==> src/rtl/qos_pop_arbiter.sv <==
// Weighted round-robin pop arbiter for four QoS class FIFOs.
// Credits reload from INIT-sampled weights; grants stall on downstream almost-full.
module qos_pop_arbiter #(
  parameter int CREDIT_W = 3
) (
  input  logic                  clk,
  input  logic                  reset_L,
  input  logic                  init,
  input  logic [4*CREDIT_W-1:0] weights,
  input  logic [3:0]            fifo_empty,
  input  logic                  out_almost_full,
  output logic [3:0]            pop,
  output logic                  valid_out,
  output logic [1:0]            class_out,
  output logic                  idle,
  output logic [1:0]            state
);

  typedef enum logic [1:0] {
    ST_INIT   = 2'd0,
    ST_IDLE   = 2'd1,
    ST_ACTIVE = 2'd2
  } state_e;

  state_e              state_q, state_d;
  logic [CREDIT_W-1:0] weight_q [4];
  logic [CREDIT_W-1:0] weight_d [4];
  logic [CREDIT_W-1:0] credit_q [4];
  logic [CREDIT_W-1:0] credit_d [4];
  logic [1:0]          ptr_q, ptr_d;
  logic                valid_q, valid_d;
  logic [1:0]          class_q, class_d;

  logic [3:0]          pending;
  logic [3:0]          eligible;
  logic                grant_found;
  logic [1:0]          grant_idx;
  logic [1:0]          cand;

  always_comb begin
    for (int i = 0; i < 4; i++) begin
      pending[i]  = !fifo_empty[i] && (weight_q[i] != '0);
      eligible[i] = pending[i] && (credit_q[i] != '0);
    end
  end

  // First eligible class starting at ptr, wrapping mod 4.
  always_comb begin
    grant_found = 1'b0;
    grant_idx   = ptr_q;
    cand        = ptr_q;
    for (int k = 0; k < 4; k++) begin
      cand = ptr_q + k[1:0];
      if (!grant_found && eligible[cand]) begin
        grant_found = 1'b1;
        grant_idx   = cand;
      end
    end
  end

  // Handshake: pop[g] is a one-cycle combinational dequeue strobe to FIFO g;
  // valid_out/class_out are its registered image one cycle later, with no
  // back-pressure other than out_almost_full, which suppresses pop entirely.
  always_comb begin
    state_d = state_q;
    ptr_d   = ptr_q;
    pop     = '0;
    for (int i = 0; i < 4; i++) begin
      weight_d[i] = weight_q[i];
      credit_d[i] = credit_q[i];
    end
    if (init) state_d = ST_INIT;

    unique case (state_q)
      ST_INIT: begin
        for (int i = 0; i < 4; i++) begin
          weight_d[i] = weights[i*CREDIT_W +: CREDIT_W];
        end
        if (!init) begin
          state_d = ST_IDLE;
          for (int i = 0; i < 4; i++) begin
            credit_d[i] = weight_d[i];
          end
        end
      end
      ST_IDLE: begin
        if (!init && (|pending)) state_d = ST_ACTIVE;
      end
      ST_ACTIVE: begin
        if (!init) begin
          if (!(|pending)) begin
            state_d = ST_IDLE;
          end else if (!out_almost_full) begin
            if (grant_found) begin
              pop[grant_idx]      = 1'b1;
              credit_d[grant_idx] = credit_q[grant_idx] - CREDIT_W'(1);
              // Stay on the granted class until its credit runs out.
              ptr_d = (credit_q[grant_idx] == CREDIT_W'(1)) ? grant_idx + 2'd1 : grant_idx;
            end else begin
              for (int i = 0; i < 4; i++) begin
                credit_d[i] = weight_q[i];
              end
            end
          end
        end
      end
      default: state_d = ST_INIT;
    endcase
  end

  always_comb begin
    valid_d = |pop;
    class_d = 2'd0;
    unique case (pop)
      4'b0010: class_d = 2'd1;
      4'b0100: class_d = 2'd2;
      4'b1000: class_d = 2'd3;
      default: class_d = 2'd0;
    endcase
  end

  always_ff @(posedge clk or negedge reset_L) begin
    if (!reset_L) begin
      state_q <= ST_INIT;
      ptr_q   <= '0;
      valid_q <= 1'b0;
      class_q <= '0;
      for (int i = 0; i < 4; i++) begin
        weight_q[i] <= '0;
        credit_q[i] <= '0;
      end
    end else begin
      state_q <= state_d;
      ptr_q   <= ptr_d;
      valid_q <= valid_d;
      class_q <= class_d;
      for (int i = 0; i < 4; i++) begin
        weight_q[i] <= weight_d[i];
        credit_q[i] <= credit_d[i];
      end
    end
  end

  assign valid_out = valid_q;
  assign class_out = class_q;
  assign idle      = (state_q == ST_IDLE);
  assign state     = state_q;

endmodule

==> config.mk <==
export PLATFORM = sky130hd
export DESIGN_NAME = qos_pop_arbiter
export DESIGN_NICKNAME = d
export VERILOG_FILES = /design/src/rtl/qos_pop_arbiter.sv
export SDC_FILE = /design/constraint.sdc
export NUM_CORES = 1
export LEC_CHECK = 0
export ABC_AREA = 1
export CORE_MARGIN = 2
export CORE_UTILIZATION = 50
export DETAILED_ROUTE_END_ITERATION = 8
export GPL_TIMING_DRIVEN = 1
export PLACE_DENSITY = 0.75
export SKIP_CTS_REPAIR_TIMING = 1
export SLEW_MARGIN = 20
export SYNTH_ARGS = -nofsm -noshare
export SYNTH_HDL_FRONTEND = slang
export SYNTH_SLANG_ARGS = --single-unit
==> constraint.sdc <==
create_clock -name clk -period 9.2 [get_ports clk]
set_input_delay 2.76 -clock clk [delete_from_list [all_inputs] [get_ports clk]]
set_output_delay 2.76 -clock clk [all_outputs]
set_load 0.05 [all_outputs]
* Word level (Yosys, flattened, before mapping)
Index checks and enable logic that the tools add are counted.
** Storage, ports and cells
- Word-level logic and storage cells :: 116
- Output and inout bits :: 10
- Bits of input ports :: 20
- Register bits after elaboration :: 31
** Cells by class
- Reductions and logical operators :: 36
- Bitwise operators :: 3
- Add/sub/neg operators :: 5
- Eq/ne operators :: 10
- Mux-type cells :: 42
- $lt $le $gt $ge :: 8
** Operators with widths (number)
- 12-bit two-way mux :: 5
- 12-bit one-hot mux with 2 select lines :: 1
- 3-bit nonzero test :: 8
- 4-bit two-way mux :: 5
- 2-bit two-way mux :: 9
- 2-bit by 3-bit < comparator with 1-bit output, second input constant :: 5
- 1-bit logical AND :: 14
- 12-bit bitwise mux :: 1
- 2-bit one-hot mux with 3 select lines :: 2
- 5-bit AND reduction :: 2
- 1-bit two-way mux :: 9
- 3-bit two-way mux :: 3
- 1-bit binary-select mux with 2-bit select :: 4
- 1-bit zero test :: 8
- 2-bit inequality test, second input constant :: 4
- 4-bit OR reduction :: 2
- 3-bit binary-select mux with 2-bit select :: 1
- 3-bit demux with 2-bit select :: 1
- 2-bit by 1-bit adder with 2-bit output, second input constant :: 2
- 2-bit adder, second input constant :: 2
- 4-bit by 2-bit == test with 1-bit output, second input constant :: 1
- 4-bit by 3-bit == test with 1-bit output, second input constant :: 1
- 4-bit == test, second input constant :: 1
- 3-bit by 1-bit == test with 1-bit output, second input constant :: 1
- 11 further kinds :: 12

* Depth between registers and ports, before layout
Gate-level depths: netlist of run 1.
- Depth after elaboration :: 26
- Mapped depth :: 23
- Mapped depth without buffers :: 23

* Least setup slack after synthesis of run 1
OpenSTA, ideal clock, no wires.
- Kind :: input to output
- Start :: input fifo_empty[1]
- End :: output pop[2]
- Arrival :: 4842 ps
- Buffers on the path :: 0
- Stages :: 14
- Data required time :: 6440 ps
- Slack :: 1598 ps
- Cell sequence :: inv_1 -> nand3_1 -> nand2_1 -> nand2_1 -> o21ai_4 -> nand3_2 -> nand3_1 -> nand2_2 -> inv_2 -> ha_1 -> inv_1 -> nor2_1 -> inv_1 -> nor2_1
** On the way
- Longest elaborated chain between the ends :: 24
- Elaborated cells on any way between the ends :: 35
- Classes of those cells :: order compare: 2; mux: 22; reduce/logical: 11
** Ends and longest elaborated chain
- from (decl) :: line 10 : input logic [3:0] fifo_empty,
- 1-bit zero test (*) :: line 42 : pending[i] = !fifo_empty[i] && (weight_q[i] != '0);
- 1-bit logical AND (*) :: line 42
- 1-bit logical AND :: line 43 : eligible[i] = pending[i] && (credit_q[i] != '0);
- 1-bit binary-select mux with 2-bit select :: line 54 : if (!grant_found && eligible[cand]) begin
- 1-bit two-way mux (not written as such) :: line 54
- 1-bit two-way mux :: line 54
- 1-bit zero test :: line 54
- 1-bit logical AND :: line 54
- [... 8 more ...]
- 1-bit logical AND (not written as such) :: line 95 : pop[grant_idx] = 1'b1;
- 1-bit two-way mux (not written as such) :: line 95
- 1-bit demux with 2-bit select :: line 95
- 4-bit two-way mux :: line 94 : if (grant_found) begin
- 4-bit two-way mux :: line 93 : end else if (!out_almost_full) begin
- 4-bit two-way mux (*) :: line 91 : if (!(|pending)) begin
- 4-bit two-way mux (*) :: line 90 : if (!init) begin
- 4-bit two-way mux (*) :: line 74 : unique case (state_q)
- to (decl) :: line 12 : output logic [3:0] pop,
Every way passes the cells marked *; elsewhere a longest branch is shown, timed or not. The select of a mux whose other input is x is not followed.

* Final worst setup path of run 1
- Start :: input fifo_empty[3]
- End :: output pop[2]
Same word-level chain as after synthesis.

==> metrics, run 1 <==
grt ovf 0; IO buf count 29; Slew Limit Headroom 38.5%; die height 71.9 um; Initial Util between 50% and 60%; Post-route DRC 0; Yosys reg bits 31; TritonCTS buffer count 5; register area 776 um2; setup tns final 0 ns; worst-path fanout max 7; fmax 0.117 GHz; initial antenna violation count 0; worst path bufs/invs 6; H-Tree Level Count 2; drt total wl roughly 5400 um; clock root buffer clkbuf_8; Yosys cell types 34; post-synthesis sequential area ratio 33.7%; largest net degree at the start of global routing 32; Antenna Nets Post-Route 0; CP max stage delay 0.81 ns; fillers 444; Horiz. Die Dim 71.9 um; final setup vio count 0; most frequent cells in the layout nand2_1 (90), inv_1 (45), nand3_1 (32); Routability Congestion 0.876; # IOs 30; CP Capture Type output port; RSZ-0062 raised after global routing false; WL per Instance 13.0 um; Nets 390; Synthesized Nets 360; Setup CP Type in -> out; Final period util 93.2%; Setup Skew 0.00408 ns; DP Wirelength 4180 um; CTS tree yes; clock-pin slew on the worst setup and hold paths around 0.06 ns; Mapped Area 0.00230 mm2; worst hold path type reg -> reg; total track usage between 20% and 30%; first-pass GRT wire length around 9600 um; Multi-input gate area between 0.001 and 0.0015 mm2; Cells after Synth 334; CTS max path bufs 2; Die Area 0.00517 mm2; share of cells above drive strength 1 11.8%; worst-skew pair later-pin latency between 0.2 and 0.3 ns; n_diodes 0; Ys Warns 0; crit path launch type input port; number of global-route vias before repair 2046; vias per cell 5.22; Area growth, synth to finish 17.3%; critical path's top delay family buffers and inverters; Slew @ Worst Pin 0.921 ns; Final Max Slew Viols 0; TritonRoute pass-1 iters 4; WP data arrival 5.81 ns; DR iter-0 viols 133; Slowest-stage cell, CP clkdlybuf4s50_1; most frequent CP cell nand2_1; vias roughly 2200; status completed; MaxCap Viol Count 0; CP required 6.44 ns; Num Clock Sinks 31; Critical Path, Cell by Cell clkdlybuf4s50_1 > inv_1 > nand4_1 > nand2_1 > nand2_1 > nand2_4 > nand3_2 > nand2_1 > nand2_1 > nand3_1 > nand2_2 > inv_2 > ha_1 > inv_1 > nor2_1 > inv_1 > nor2_1 > clkdlybuf4s50_1; Synth Area per Inst 6.90 um2; floorplan row count 24; Core Box Area 0.00438 mm2; Final min period 8.57 ns; commonest non-fill, non-tap cell in the layout nand2_1; final hold vios 0
[per-layer routing]
metal  part of all wire (%)  global-route usage, %
met5                      0                      0
met4                    1.4                   6.71
met1                     49                   33.5
met3                    3.9                   4.44
met2                     46                   37.6
[flip-flops by register name (all words and copies together), names as in the netlist]
register,count
weight_q,12
class_out,2
credit_q,12
ptr_q,2
valid_out,1
state,2
[final timing paths]
check | slack (ns) | startpoint | depth (start not counted) | end
max in group asynchronous | 6.05 | reset_L | 2 | credit_q[7]
hold / removal | 0.51 | credit_q[11] | 2 | credit_q[11]
setup reg to reg | 6.07 | ptr_q[0] | 16 | credit_q[4]
hold reg to reg | 0.51 | credit_q[11] | 2 | credit_q[11]
setup / recovery | 0.63 | fifo_empty[3] | 18 | pop[2]
min in group asynchronous | 2.86 | reset_L | 2 | weight_q[0]
[worst reg2reg max path, stage by stage, from the launching register on]
cell and delay [ns]:
dfrtp_1 0.68, inv_4 0.12, nand4_1 0.17, nand2_1 0.09, nand2_1 0.10, nand2_4 0.09
nor2_8 0.12, nand4_2 0.12, nand2_2 0.25, inv_1 0.15, nand2_1 0.08, nand3_1 0.08
nand2_2 0.15, inv_1 0.06, ha_1 0.38, a221oi_1 0.29, o22ai_1 0.10
[synthesized netlist by cell type]
| master | instances | area (um2) |
|---|---|---|
| a221oi_1 | 1 | 8.76 |
| o22ai_1 | 4 | 25.0 |
| o21ai_4 | 1 | 16.3 |
| a21oi_2 | 1 | 8.76 |
| nand3_2 | 5 | 50.1 |
| clkinv_1 | 2 | 7.51 |
| o41ai_2 | 1 | 16.3 |
| buf_6 | 3 | 33.8 |
| inv_4 | 1 | 6.26 |
| nor2_4 | 1 | 11.3 |
| ha_1 | 6 | 75.1 |
| nor2_1 | 29 | 109 |
| nand3_1 | 32 | 160 |
| o21ai_1 | 4 | 20.0 |
| buf_2 | 1 | 5.00 |
| clkbuf_1 | 4 | 15.0 |
| nand4_1 | 8 | 50.1 |
| o21ai_0 | 28 | 140 |
| nor2_8 | 1 | 20.0 |
| nand3b_1 | 1 | 7.51 |
| dfrtp_1 | 31 | 776 |
| nor4_1 | 1 | 6.26 |
| o21ai_2 | 1 | 8.76 |
| nor3_1 | 1 | 5.00 |
| nand2_1 | 90 | 338 |
| nand2_2 | 12 | 75.1 |
| inv_1 | 45 | 169 |
| nor2_2 | 1 | 6.26 |
| nand2_4 | 3 | 33.8 |
| a21oi_1 | 7 | 35.0 |
| xor2_4 | 1 | 27.5 |
| inv_2 | 5 | 18.8 |
| nand4_2 | 1 | 12.5 |
| o21bai_1 | 1 | 7.51 |
[per-stage QoR]
step / std cells / hold WS, ns / area (um2) / utilization, % / setup slack [ns]
finish: 417 / 0.514 / 2700 / 61.6 / 0.629
global route: 417 / 0.546 / 2700 / 61.6 / 0.375
CTS: 417 / 0.519 / 2700 / 61.6 / 0.626
detailed placement: 409 / 0.503 / 2620 / 59.8 / 0.633
global placement: 409 / 0.495 / 2620 / 59.8 / 0.651
floorplan: 334 / 0.462 / 2300 / - / 1.60
[kinds of logic after synthesis]
family | Yosys count | share of synthesized area (%)
xor gates and xnor gates | 1 | 1.19
AOI/OAI and AO/OA | 49 | 12.4
and+or+nand+nor | 186 | 38.4
buffers and inverters | 61 | 11.1
DFF | 31 | 33.7
adders and majority gates | 6 | 3.26
[final cells by class]
type | count | area share, %
Tap cell | 52 | 2.41
Clock buffer | 7 | 2.82
Sequential cell | 31 | 28.7
Inverter | 53 | 7.45
Multi-Input combinational cell | 242 | 47.1
Timing Repair Buffer | 31 | 11.3
Clock inverter | 1 | 0.185
Power of run 1 is not shown: default switching activity piles up to over one toggle a cycle in this logic, so the estimate is an artifact.
==> run 2, diff against run 1 <==
- CORE_UTILIZATION: 50 -> 45
- PLACE_DENSITY: 0.75 -> 0.69
- clock period: 9.2 -> 9.09 ns (I/O delays scaled with it)
==> metrics, run 2 (synthesis gave the netlist of run 1 again) <==
status completed; Num Clock Sinks 31; # IOs 30; final hold vios 0; grt ovf 0; final instance area 0.00273 mm2; Worst R2R Start ptr_q[0]; Horiz. Die Dim 75.6 um; Setup Skew roughly 0.0053 ns; largest net degree at the start of global routing 32; flop2flop setup slack 5.92 ns; DR iter-0 viols 138; CP max stage delay approximately 0.80 ns; die height 75.6 um; drt total wl around 5600 um; Post-route DRC 0; DP Wirelength 4330 um; Slew Limit Headroom a little over two fifths; MaxCap Viol Count 0; RSZ-0062 raised after global routing false; clock-pin slew on the worst setup and hold paths 0.07 ns; setup tns final 0 ns; Antenna Nets Post-Route 0; WL per Instance 12.8 um; share of cells above drive strength 1 12.1%; worst-skew pair later-pin latency 0.29 ns; Core Box Area approximately 0.005 mm2; Critical Path, Cell by Cell clkdlybuf4s50_1 > inv_1 > nand3_1 > nand2_1 > nand2_1 > o21ai_4 > nand3_2 > nand3_1 > nand2_2 > inv_2 > ha_1 > inv_1 > nor2_1 > inv_1 > nor2_1 > clkdlybuf4s50_1; H-Tree Level Count 2; CTS max path bufs 2; vias 2140; commonest non-fill, non-tap cell in the layout nand2_1; TritonRoute pass-1 iters 4; Setup WS pre-CTS 0.654 ns; Slew @ Worst Pin slightly below 0.9 ns; number of global-route vias before repair ~2000; Final Max Slew Viols 0; CTS tree yes; CP required 6.36 ns; RR Endpoint credit_q[4]; placed instance count 427; WP data arrival between 5 and 6 ns; first-pass GRT wire length 9730 um; Initial Util 46.0%; IO buf count 29; fin cells 435; most frequent CP cell inv_1; worst setup path start fifo_empty[0]; worst path bufs/invs 6; floorplan row count 26; Final min period 8.47 ns; worst hold path type reg -> reg; fillers 519; crit path launch type input port; final setup margin 0.625 ns; final setup vio count 0; total track usage between 20% and 30%; Nets 390; Area growth, synth to finish 18.4%; WP depth 16; critical path's top delay family buffers and inverters; Area after DPL 0.00264 mm2; largest registers credit_q x12, weight_q x12; fmax roughly 0.12 GHz; Die Area 0.00571 mm2; Routability Congestion between 0.9 and 1; most frequent cells in the layout nand2_1 (90), inv_1 (45), nand3_1 (32); clock root buffer clkbuf_8; initial antenna violation count 0; Final period util 93.1%; hold_sp credit_q[5]; Setup CP Type in -> out; worst-path fanout max 7; hold depth 2; Hold EP credit_q[5]; n_diodes 0; vias per cell 4.92; Slowest-stage cell, CP clkdlybuf4s50_1; TritonCTS buffer count 5; CP Capture Type output port; worst r2r path cells 16
==> run 2: cell count changes in the layout (fill, tap and decap cells not counted), sizes merged <==
cell,before,now
clkinvlp,0,1
clkbuf,7,6
==> run 2: worst max path at each step <==
stage,endpoint
after detailed placement,pop[2]
final,pop[2]
after global routing,pop[2]
after floorplan,pop[2]
after CTS,pop[2]
after global placement,pop[2]
==> run 2: per-layer routing <==
metal  up-vias  global-route usage (%)  wire, um
met3         5                    3.97       228
met2        63                    36.4      2600
met1       948                    32.2      2710
met5         -                       0         0
li1       1124                       -         -
met4         0                    6.43        27
==> run 2: area by class of cell <==
cell class | count | area (um2) | share of cell area [%]
Clock buffer | 6 | 72.6 | 2.66
Inverter | 53 | 201 | 7.38
Tap cell | 70 | 87.6 | 3.21
Sequential cell | 31 | 776 | 28.4
Clock inverter | 2 | 12.5 | 0.459
Multi-Input combinational cell | 242 | 1270 | 46.7
Timing Repair Buffer | 31 | 305 | 11.2
==> run 2: through the flow <==
stage          util, %  hold WS (ns)
6_report          54.5         0.525
5_1_grt           54.5         0.551
4_1_cts           54.5         0.518
3_5_place_dp      52.8         0.502
3_3_place_gp      52.8         0.494
2_1_floorplan        -         0.462
==> run 2: worst min-delay path: cells and delay by family (launching register included) <==
family / cells / cell delay [ns]
flip-flops: 1 / 0.37
AND/OR/NAND/NOR: 2 / 0.12
Power of run 2 is left out for the same reason.
==> run 3, diff against run 2 <==
- CTS_CLUSTER_DIAMETER: unset -> 200
==> results of run 3 <==
Same layout as run 2: the final DEF is identical, and so are final timing and power.
Power of run 3 is left out for the same reason.
